[src/rtl/ysyx_22041412_csr_pkg.sv]
// ysyx_22041412_csr_pkg: shared encodings, CSR index map and FSM states for the CSR issue block
package ysyx_22041412_csr_pkg;
    localparam logic [6:0] OPC_SYSTEM = 7'b1110011;
    localparam logic [2:0] F3_PRIV = 3'b000;
    localparam logic [2:0] F3_CSRRW = 3'b001;
    localparam logic [2:0] F3_CSRRS = 3'b010;
    localparam logic [2:0] F3_CSRRC = 3'b011;
    localparam logic [2:0] F3_ILL = 3'b100;
    localparam logic [11:0] FN_ECALL = 12'h000;
    localparam logic [11:0] FN_MRET = 12'h302;
    localparam logic [11:0] CSR_MSTATUS = 12'h300;
    localparam logic [11:0] CSR_MTVEC = 12'h305;
    localparam logic [11:0] CSR_MEPC = 12'h341;
    localparam logic [11:0] CSR_MCAUSE = 12'h342;
    localparam logic [2:0] IDX_MRET = 3'd0;
    localparam logic [2:0] IDX_ECALL = 3'd1;
    localparam logic [2:0] IDX_MSTATUS = 3'd2;
    localparam logic [2:0] IDX_MTVEC = 3'd3;
    localparam logic [2:0] IDX_MEPC = 3'd4;
    localparam logic [2:0] IDX_MCAUSE = 3'd5;
    typedef enum logic [2:0] {
        S_IDLE,
        S_DRAIN,
        S_REQ,
        S_ACK,
        S_ERR
    } state_e;
    function automatic logic [3:0] csr_map(input logic [11:0] num);
        return num == CSR_MSTATUS ? {1'b1, IDX_MSTATUS} :
               num == CSR_MTVEC   ? {1'b1, IDX_MTVEC}   :
               num == CSR_MEPC    ? {1'b1, IDX_MEPC}    :
               num == CSR_MCAUSE  ? {1'b1, IDX_MCAUSE}  : 4'b0;
    endfunction
endpackage

[src/rtl/ysyx_22041412_csr_decode.sv]
// ysyx_22041412_csr_decode: classifies a system instruction into ecall, mret, CSR op or illegal
module ysyx_22041412_csr_decode
    import ysyx_22041412_csr_pkg::*;
(
    input  logic [31:0] inst_i,
    output logic        legal_o,
    output logic        is_ecall_o,
    output logic        is_mret_o,
    output logic [2:0]  addr_o,
    output logic        use_imm_o
);
    logic        sys;
    logic [2:0]  f3;
    logic [11:0] fn;
    logic [3:0]  map;
    // pure decode; func3=100 and unmapped CSR numbers fall out as illegal
    always_comb begin
        sys = inst_i[6:0] == OPC_SYSTEM;
        f3 = inst_i[14:12];
        fn = inst_i[31:20];
        map = csr_map(fn);
        is_ecall_o = sys && f3 == F3_PRIV && fn == FN_ECALL;
        is_mret_o = sys && f3 == F3_PRIV && fn == FN_MRET;
        legal_o = is_ecall_o || is_mret_o || (sys && f3 != F3_PRIV && f3 != F3_ILL && map[3]);
        addr_o = is_ecall_o ? IDX_ECALL : is_mret_o ? IDX_MRET : map[2:0];
        use_imm_o = f3[2];
    end
endmodule

[src/rtl/ysyx_22041412_csr_issue.sv]
// ysyx_22041412_csr_issue: issues one CSR/ecall/mret request at a time and returns rd data or a redirect
module ysyx_22041412_csr_issue
    import ysyx_22041412_csr_pkg::*;
#(
    parameter int XLEN = 64,
    parameter int TIMEOUT = 255
) (
    input  logic            clk,
    input  logic            rst,
    input  logic            in_valid,
    output logic            in_ready,
    input  logic [31:0]     in_inst,
    input  logic [XLEN-1:0] in_pc,
    input  logic [XLEN-1:0] in_rs1,
    output logic            csr_en,
    output logic [2:0]      csr_addr,
    output logic [2:0]      csr_func3,
    output logic [XLEN-1:0] csr_wdata,
    output logic [XLEN-1:0] csr_pc,
    output logic            csr_valid,
    input  logic            csr_ready_i,
    input  logic [XLEN-1:0] csr_rdata_i,
    output logic            wb_we,
    output logic [4:0]      wb_rd,
    output logic [XLEN-1:0] wb_data,
    output logic            redir_valid,
    output logic [XLEN-1:0] redir_pc,
    output logic            err
);
    state_e          state_q, state_d;
    logic [7:0]      cnt_q, cnt_d;
    logic [2:0]      addr_q, func3_q;
    logic [XLEN-1:0] wdata_q, pc_q, data_q;
    logic [4:0]      rd_q;
    logic            sys_q;
    logic            legal, is_ecall, is_mret, use_imm, take;
    logic [2:0]      dec_addr;

    ysyx_22041412_csr_decode u_decode (
        .inst_i    (in_inst),
        .legal_o   (legal),
        .is_ecall_o(is_ecall),
        .is_mret_o (is_mret),
        .addr_o    (dec_addr),
        .use_imm_o (use_imm)
    );

    assign take = state_q == S_IDLE && !csr_ready_i && in_valid && legal;

    // state and timeout counter registers
    always_ff @(posedge clk) begin
        state_q <= rst ? S_IDLE : state_d;
        cnt_q <= rst ? 8'd0 : cnt_d;
    end

    // next state; a ready seen while idle is stale and must be cleared before new traffic
    always_comb begin
        state_d = state_q;
        cnt_d = cnt_q;
        case (state_q)
            S_IDLE: begin
                cnt_d = 8'd0;
                state_d = csr_ready_i ? S_DRAIN : !in_valid ? S_IDLE : legal ? S_REQ : S_ERR;
            end
            S_REQ: begin
                cnt_d = csr_ready_i ? cnt_q : cnt_q + 8'd1;
                state_d = csr_ready_i ? S_ACK : cnt_d == 8'(TIMEOUT) ? S_ERR : S_REQ;
            end
            default: state_d = S_IDLE;
        endcase
    end

    // handshake and pulse outputs decoded from the current state
    always_comb begin
        in_ready = state_q == S_IDLE && !csr_ready_i;
        csr_en = state_q == S_REQ || state_q == S_ACK;
        csr_valid = state_q == S_DRAIN || state_q == S_ACK;
        wb_we = state_q == S_ACK && !sys_q && rd_q != 5'd0;
        redir_valid = state_q == S_ACK && sys_q;
        err = state_q == S_ERR;
    end

    // request fields latched at accept, response data captured on ready in REQ
    always_ff @(posedge clk) begin
        if (rst) begin
            addr_q <= '0;
            func3_q <= '0;
            wdata_q <= '0;
            pc_q <= '0;
            rd_q <= '0;
            sys_q <= 1'b0;
            data_q <= '0;
        end else begin
            if (take) begin
                addr_q <= dec_addr;
                func3_q <= in_inst[14:12];
                wdata_q <= use_imm ? {{(XLEN-5){1'b0}}, in_inst[19:15]} : in_rs1;
                pc_q <= in_pc;
                rd_q <= in_inst[11:7];
                sys_q <= is_ecall || is_mret;
            end
            if (state_q == S_REQ && csr_ready_i) data_q <= csr_rdata_i;
        end
    end

    assign csr_addr = addr_q;
    assign csr_func3 = func3_q;
    assign csr_wdata = wdata_q;
    assign csr_pc = pc_q;
    assign wb_rd = rd_q;
    assign wb_data = data_q;
    assign redir_pc = data_q;
endmodule

[config.mk]
export PLATFORM = sky130hd
export DESIGN_NAME = ysyx_22041412_csr_issue
export DESIGN_NICKNAME = d
export VERILOG_FILES = /design/src/rtl/ysyx_22041412_csr_pkg.sv /design/src/rtl/ysyx_22041412_csr_decode.sv /design/src/rtl/ysyx_22041412_csr_issue.sv
export SDC_FILE = /design/constraint.sdc
export NUM_CORES = 1
export LEC_CHECK = 0
export ABC_CLOCK_PERIOD_IN_PS = 3100
export CORE_AREA = 2 2 192 194
export DETAILED_ROUTE_END_ITERATION = 10
export DIE_AREA = 0 0 194 196
export PLACE_DENSITY = 0.55
export SYNTH_ARGS = -nofsm -noshare
export SYNTH_HDL_FRONTEND = slang
export SYNTH_HIERARCHICAL = 1
export SYNTH_SLANG_ARGS = --single-unit
[constraint.sdc]
create_clock -name clk -period 3.1 [get_ports clk]
set_input_delay 0.31 -clock clk [delete_from_list [all_inputs] [get_ports clk]]
set_output_delay 0.31 -clock clk [all_outputs]
set_load 0.03 [all_outputs]
======== Word level (Yosys, flattened, before mapping) ========
Cells that the tools add are included.
Widths: inputs -> output; s select.
word-level totals
  register bits ........................... 215
  bits in latches ......................... 0
  bits in writable memories ............... 0
  ROM bits ................................ 0
  input port bits ......................... 228
  output and inout port bits .............. 273
  logic and storage cells ................. 62
  memories ................................ 0
operators by class
  $add $sub $neg .......................... 1
  $mul .................................... 0
  divide/modulo/power cells ............... 0
  magnitude comparators ................... 0
  equality and inequality tests ........... 12
  shift-type cells ........................ 0
  multiplexer cells ....................... 15
  bitwise operators ....................... 0
  reduce and logical (&&, ||, !) cells .... 25
operators with widths
  kind                  number
  $mux 64               1
  $eq 12x10->1 const B  5
  $mux 3                7
  $mux 4                4
  $pmux 8 s2            1
  $logic_and 1x1->1     13
  $logic_not 12->1      1
  $add 8x1->8 const B   1
  $eq 8x8->1 const B    1
  $mux 8                1
  $eq 7x7->1 const B    1
  $eq 3x2->1 const B    2
  $logic_not 3->1       2
  $pmux 3 s2            1
  $reduce_bool 5->1     1
  $logic_or 1x1->1      4
  $eq 3x1->1 const B    1
  $eq 3x3->1 const B    1
  $ne 3x3->1 const B    1
  $reduce_bool 3->1     1
  $logic_not 1->1       2
  $reduce_bool 2->1     1

======== Logic depth before layout (Yosys ltp) ========
Gate-level depths: netlist (run 1).
  word-level depth ........................ 11
  mapped depth ............................ 11
  depth with buffers taken out ............ 7

======== By module ========
Netlist (run 1), hierarchy kept.
modules (own cells, without submodules)
  module                    instances  cells each  area an instance (um^2)  seq. area each (um^2)
  ysyx_22041412_csr_issue   1          1047        8484.4                   4304.1
  ysyx_22041412_csr_decode  1          35          250.2                    0.0

======== Worst setup path after synthesis (run 1) ========
No wires, ideal clock.
  path kind ............................... input to register
  start ................................... input port in_inst[23]
  end ..................................... register wdata_q[49], in the netlist csr_wdata[49]
  setup time .............................. 0.132 ns
  arrival ................................. 2.067 ns
  data required time ...................... 2.968 ns
  setup slack ............................. 0.901 ns
  stages on the path ...................... 10
  buffers on the path ..................... 3
  cell sequence ........................... or4_4 > nor3_4 > nand4_1 > o32ai_2 > nand3_1 > buf_2 > buf_2 > buf_2 > nand2_1 > a21oi_1
between the ends
  longest elaborated chain between the ends .. 8
  elaborated cells on any way between the ends .. 16
  classes of those cells .................. 5 x eq/ne; 4 x mux; 7 x reduce/logical
ends and longest elaborated chain
  element               line                            source
  start, declared       ysyx_22041412_csr_issue.sv:12   input logic [31:0] in_inst,
  $eq 12x10->1          ysyx_22041412_csr_pkg.sv:32     num == CSR_MCAUSE ? {1'b1, IDX_MCAUSE} : 4'b0;
  $mux 4                ysyx_22041412_csr_pkg.sv:32
  $mux 4                ysyx_22041412_csr_pkg.sv:31     num == CSR_MEPC ? {1'b1, IDX_MEPC} :
  $mux 4                ysyx_22041412_csr_pkg.sv:30     num == CSR_MTVEC ? {1'b1, IDX_MTVEC} :
  $mux 4                ysyx_22041412_csr_pkg.sv:29     return num == CSR_MSTATUS ? {1'b1, IDX_MSTATUS} :
  $logic_and 1x1->1     ysyx_22041412_csr_decode.sv:24  legal_o = is_ecall_o || is_mret_o || (sys && f3 != F3_PRIV && f3 != F3_ILL && map[3]);
  $logic_or 1x1->1 *    ysyx_22041412_csr_decode.sv:24
  via legal             ysyx_22041412_csr_issue.sv:36   logic legal, is_ecall, is_mret, use_imm, take;
  $logic_and 1x1->1 *   ysyx_22041412_csr_issue.sv:48   assign take = state_q == S_IDLE && !csr_ready_i && in_valid && legal;
  end signal, assigned  ysyx_22041412_csr_issue.sv:97   wdata_q <= use_imm ? {{(XLEN-5){1'b0}}, in_inst[19:15]} : in_rs1;
  end, declared         ysyx_22041412_csr_issue.sv:33   logic [XLEN-1:0] wdata_q, pc_q, data_q;
Mark *: on every way through the listed nets, which the timed path passes. The rest lies on a longest branch.
A chain may end at the register's enable or synchronous reset.

======== Worst setup path in the final report (run 1) ========
  start ................................... register state_q[0]
  end ..................................... output port wb_we
between the ends
  longest elaborated chain between the ends .. 3
ends and longest elaborated chain
  element                         line                           source
  start, declared                 ysyx_22041412_csr_issue.sv:30  state_e state_q, state_d;
  start signal, assigned          ysyx_22041412_csr_issue.sv:52  state_q <= rst ? S_IDLE : state_d;
  $eq 3x2->1                      ysyx_22041412_csr_issue.sv:78  wb_we = state_q == S_ACK && !sys_q && rd_q != 5'd0;
  $logic_and 1x1->1 (2 in a row)  ysyx_22041412_csr_issue.sv:78
  end, declared                   ysyx_22041412_csr_issue.sv:23  output logic wb_we,
No other way between the ends.

==> results of run 1 <==
## cell usage after synthesis (all sizes together) (2+ instances only)
cell,number
or3,2
mux2i,5
nor4b,2
buf,96
dfxtp,215
xor2,3
a21oi,207
o21ai,4
a211o,2
nor3,11
clkbuf,48
nor4,6
nand4,2
nor3b,2
a31oi,2
a211oi,6
nand2,348
nand4b,2
or4,3
nand3b,59
nor2,24
nor2b,5
and3,2
inv,3
nand3,7
## logic make-up (layout without fill, tap and decap cells)
group           Yosys count  in the layout
compound gates          229            229
xor+xnor                  4              4
fa+ha+maj                 1              1
buf+inv                 147            557
flops                   215            215
mux                       5              5
simple gates            481            481
## power by group through the flow
stage	logic, mW	clock network [mW]	registers, mW
6_report	0.430	2.93	2.77
5_1_grt	0.457	3.16	2.77
4_1_cts	0.433	3.05	2.77
3_5_place_dp	0.430	0	2.83
3_3_place_gp	0.430	0	2.83
2_1_floorplan	0.0998	0	2.83
## path summary, 6_finish.rpt
| check | end | depth (start not counted) | slack (ns) |
|---|---|---|---|
| setup / recovery | wb_we | 4 | 0.38 |
| hold / removal | cnt_q[4] | 2 | 0.17 |
| setup reg to reg | redir_pc[42] | 6 | 1.24 |
| hold reg to reg | csr_wdata[58] | 2 | 0.45 |
## flip-flops by register name, indices dropped and copies added, names as in the netlist
name and count:
redir_pc 64, cnt_q 8, csr_pc 64, wb_rd 5, csr_wdata 64, state_q 3
sys_q 1, csr_addr 3, csr_func3 3
## metal layers
| metal | track usage | share of wire | up-vias |
|---|---|---|---|
| li1 | - | - | 4313 |
| met1 | 0.212 | 0.42 | 4060 |
| met2 | 0.290 | 0.48 | 341 |
| met3 | 0.0555 | 0.083 | 48 |
| met4 | 0.0382 | 0.019 | 0 |
| met5 | 0 | 0 | - |
## area by class of cell
class | instances | share of cell area
Clock buffer | 39 | 0.0519
Clock inverter | 3 | 0.00381
Inverter | 3 | 0.000780
Multi-Input combinational cell | 720 | 0.246
Sequential cell | 215 | 0.298
Tap cell | 468 | 0.0405
Timing Repair Buffer | 512 | 0.359
==> metrics.md, run 1 <==
| Metric | Value |
|---|---|
| Critical Path Source | `state_q[0]` |
| Comb power frac | `0.070` |
| Grt total ovfl | `0` |
| Final Max Tran Viols | `0` |
| Initial antenna violation count | `0` |
| Leakage | `4.73 nW` |
| Pre-CTS setup slack | `0.190 ns` |
| Leading area contributor after synthesis | `dfxtp_1` |
| Crit path largest cell delay | `0.75 ns` |
| Max_cap viols | `0` |
| Final clock skew | `0.0254 ns` |
| WL/cell | `17.5 um` |
| Simple-gate portion of the synthesized area | `0.255` |
| Post-CTS Setup Bufs | `0` |
| Nets | `1707` |
| Via count | `8762` |
| Dpl cell area | `13600 um2` |
| Setup_tns | `0 ns` |
| Seq pwr share | `0.452` |
| Die Area | `38000 um2` |
| Outcome | `finished clean` |
| Final setup vio count | `0` |
| Hold Startpoint | `rst` |
| DRC viols | `0` |
| Synth Area in Adders | `0.00143` |
| Largest family of logic cells by synthesized area | `simple AND/OR/NAND/NOR gates` |
| Final Non-Filler Cells | `1960` |
| I/O Pins | `501` |
| Crit. End Element | `output port` |
| Startpoint types | `flop` |
| RSZ-0062 raised after global routing | `false` |
| Share of the synthesized area in the top cell type | `0.493` |
| Synth Warn # | `6` |
| Power density cells | `424 nW/um2` |
| DRT Wirelength | `34300 um` |
| Worst hold margin | `0.165 ns` |
| Cell family with most CP delay | `buffers and inverters` |
| Hpwl dp | `24500 um` |
| Share of layout cells above drive strength 1 | `0.0416` |
| Post-synth top flop | `dfxtp_1` |
| Final count of hold timing violations | `0` |
| Min-Delay Path Class | `input pin to flop` |
| Ys async rst share | `0` |
| Slowest cell on crit path | `clkdlybuf4s50_1` |
| Synth Area in Compound Gates | `0.138` |
| Worst-Margin Slew | `0.722 ns` |
| EDFF count, synth | `0` |
| CTS Hold Bufs | `0` |
| Req. time, crit path | `2.79 ns` |
| CTS tree | `built` |
| Synth cell types | `52` |
| Synth Area per Inst | `8.07 um2` |
| Synth area leaders | `dfxtp_1 49%, nand2_1 15%, a21oi_1 12%` |
| CTS buffer count | `26` |
| Antenna Violating Nets Remaining | `0` |
| NetSw | `1.34 mW` |
| CTS resizes | `0` |
| Critical path class | `flop to output port` |
| Worst relative slew slack | `0.519` |
| CP bufs+invs | `1` |
| First-pass DRT Iterations | `4` |
| Die height | `196 um` |
| Clock Power Share | `0.478` |
| Starting Density | `0.242` |
| Crit-path cells | `nor2b_1 > nand2_1 > nor3_1 > clkdlybuf4s50_1` |
| Reg2Reg Launch Point | `state_q[2]` |
| # port buffers | `500` |
| Tot Pwr | `6.13 mW` |
| Int Power | `4.79 mW` |
| Max Fanout on Critical Path | `7` |
| Post-route cell area | `14400 um2` |
| Antenna Cells | `0` |
| Iteration-0 DRC Markers | `324` |
| Period Utilization, post-route | `0.877` |
| GRT Util Overall | `0.171` |
| Final critical-path required period | `2.72 ns` |
| Syn Nets | `1311` |
| Clock Sinks | `215` |
| Fraction of the yosys area taken by sequential cells | `0.493` |
| Multi-input logic area | `3560 um2` |
| Final design utilization | `0.400` |
| Worst skew pair latency | `0.55 ns` |
| Clock Pin Slew Worst Setup and Hold Paths | `0.05 ns` |
| H-tree depth | `1` |
| Horiz. Die Dim | `194 um` |
| Seq. cell area | `4300 um2` |
| Max Clk Rate | `368 MHz` |
| First-pass GRT wire length | `52200 um` |
| Core area | `36100 um2` |
| Vias in the first global route | `8638` |
| Mapped Cells | `1082` |
| Gpl congestion | `0.789` |
| Post-Place Cells | `1918` |
| Commonest non-fill, non-tap cell in the layout | `clkdlybuf4s50_1` |
| CP arrival | `2.41 ns` |
| Routed vias/inst | `4.47` |
| Sw frac | `0.218` |
| Fin worst setup slack | `0.382 ns` |
| Post-synthesis register bit count | `215` |
| Post-synthesis mux area share | `0.00573` |
| Num rows | `70` |
| XOR/XNOR Fraction of Synth Area | `0.00401` |
| Synth-to-Final Area Change | `65.3%` |
| Commonest non-fill, non-tap cells in the layout | `498 x clkdlybuf4s50_1, 348 x nand2_1, 215 x dfxtp_1, 207 x a21oi_1, 59 x nand3b_1` |
| Filler instances | `3696` |
| Largest net degree at the start of global routing | `80` |
| Clk root buf | `clkbuf_16` |
| Max clock buf depth | `3` |
| VDD IR max | `0.354 mV` |
| Synthesized area | `8730 um2` |
No activity file was read; power rests on OpenSTA's default activity.
==> run 2: changes to the inputs <==
Settings changed: ABC_CLOCK_PERIOD_IN_PS 3100 to unset.
==> results of run 2 <==
The final DEF is identical to that of run 1; final timing and power are the same.
==> run 3: changes to the inputs <==
Settings changed: GPL_ROUTABILITY_DRIVEN set to 0, TNS_END_PERCENT set to 30.
==> results of run 3 <==
The final DEF is identical to that of run 1; final timing and power are the same.
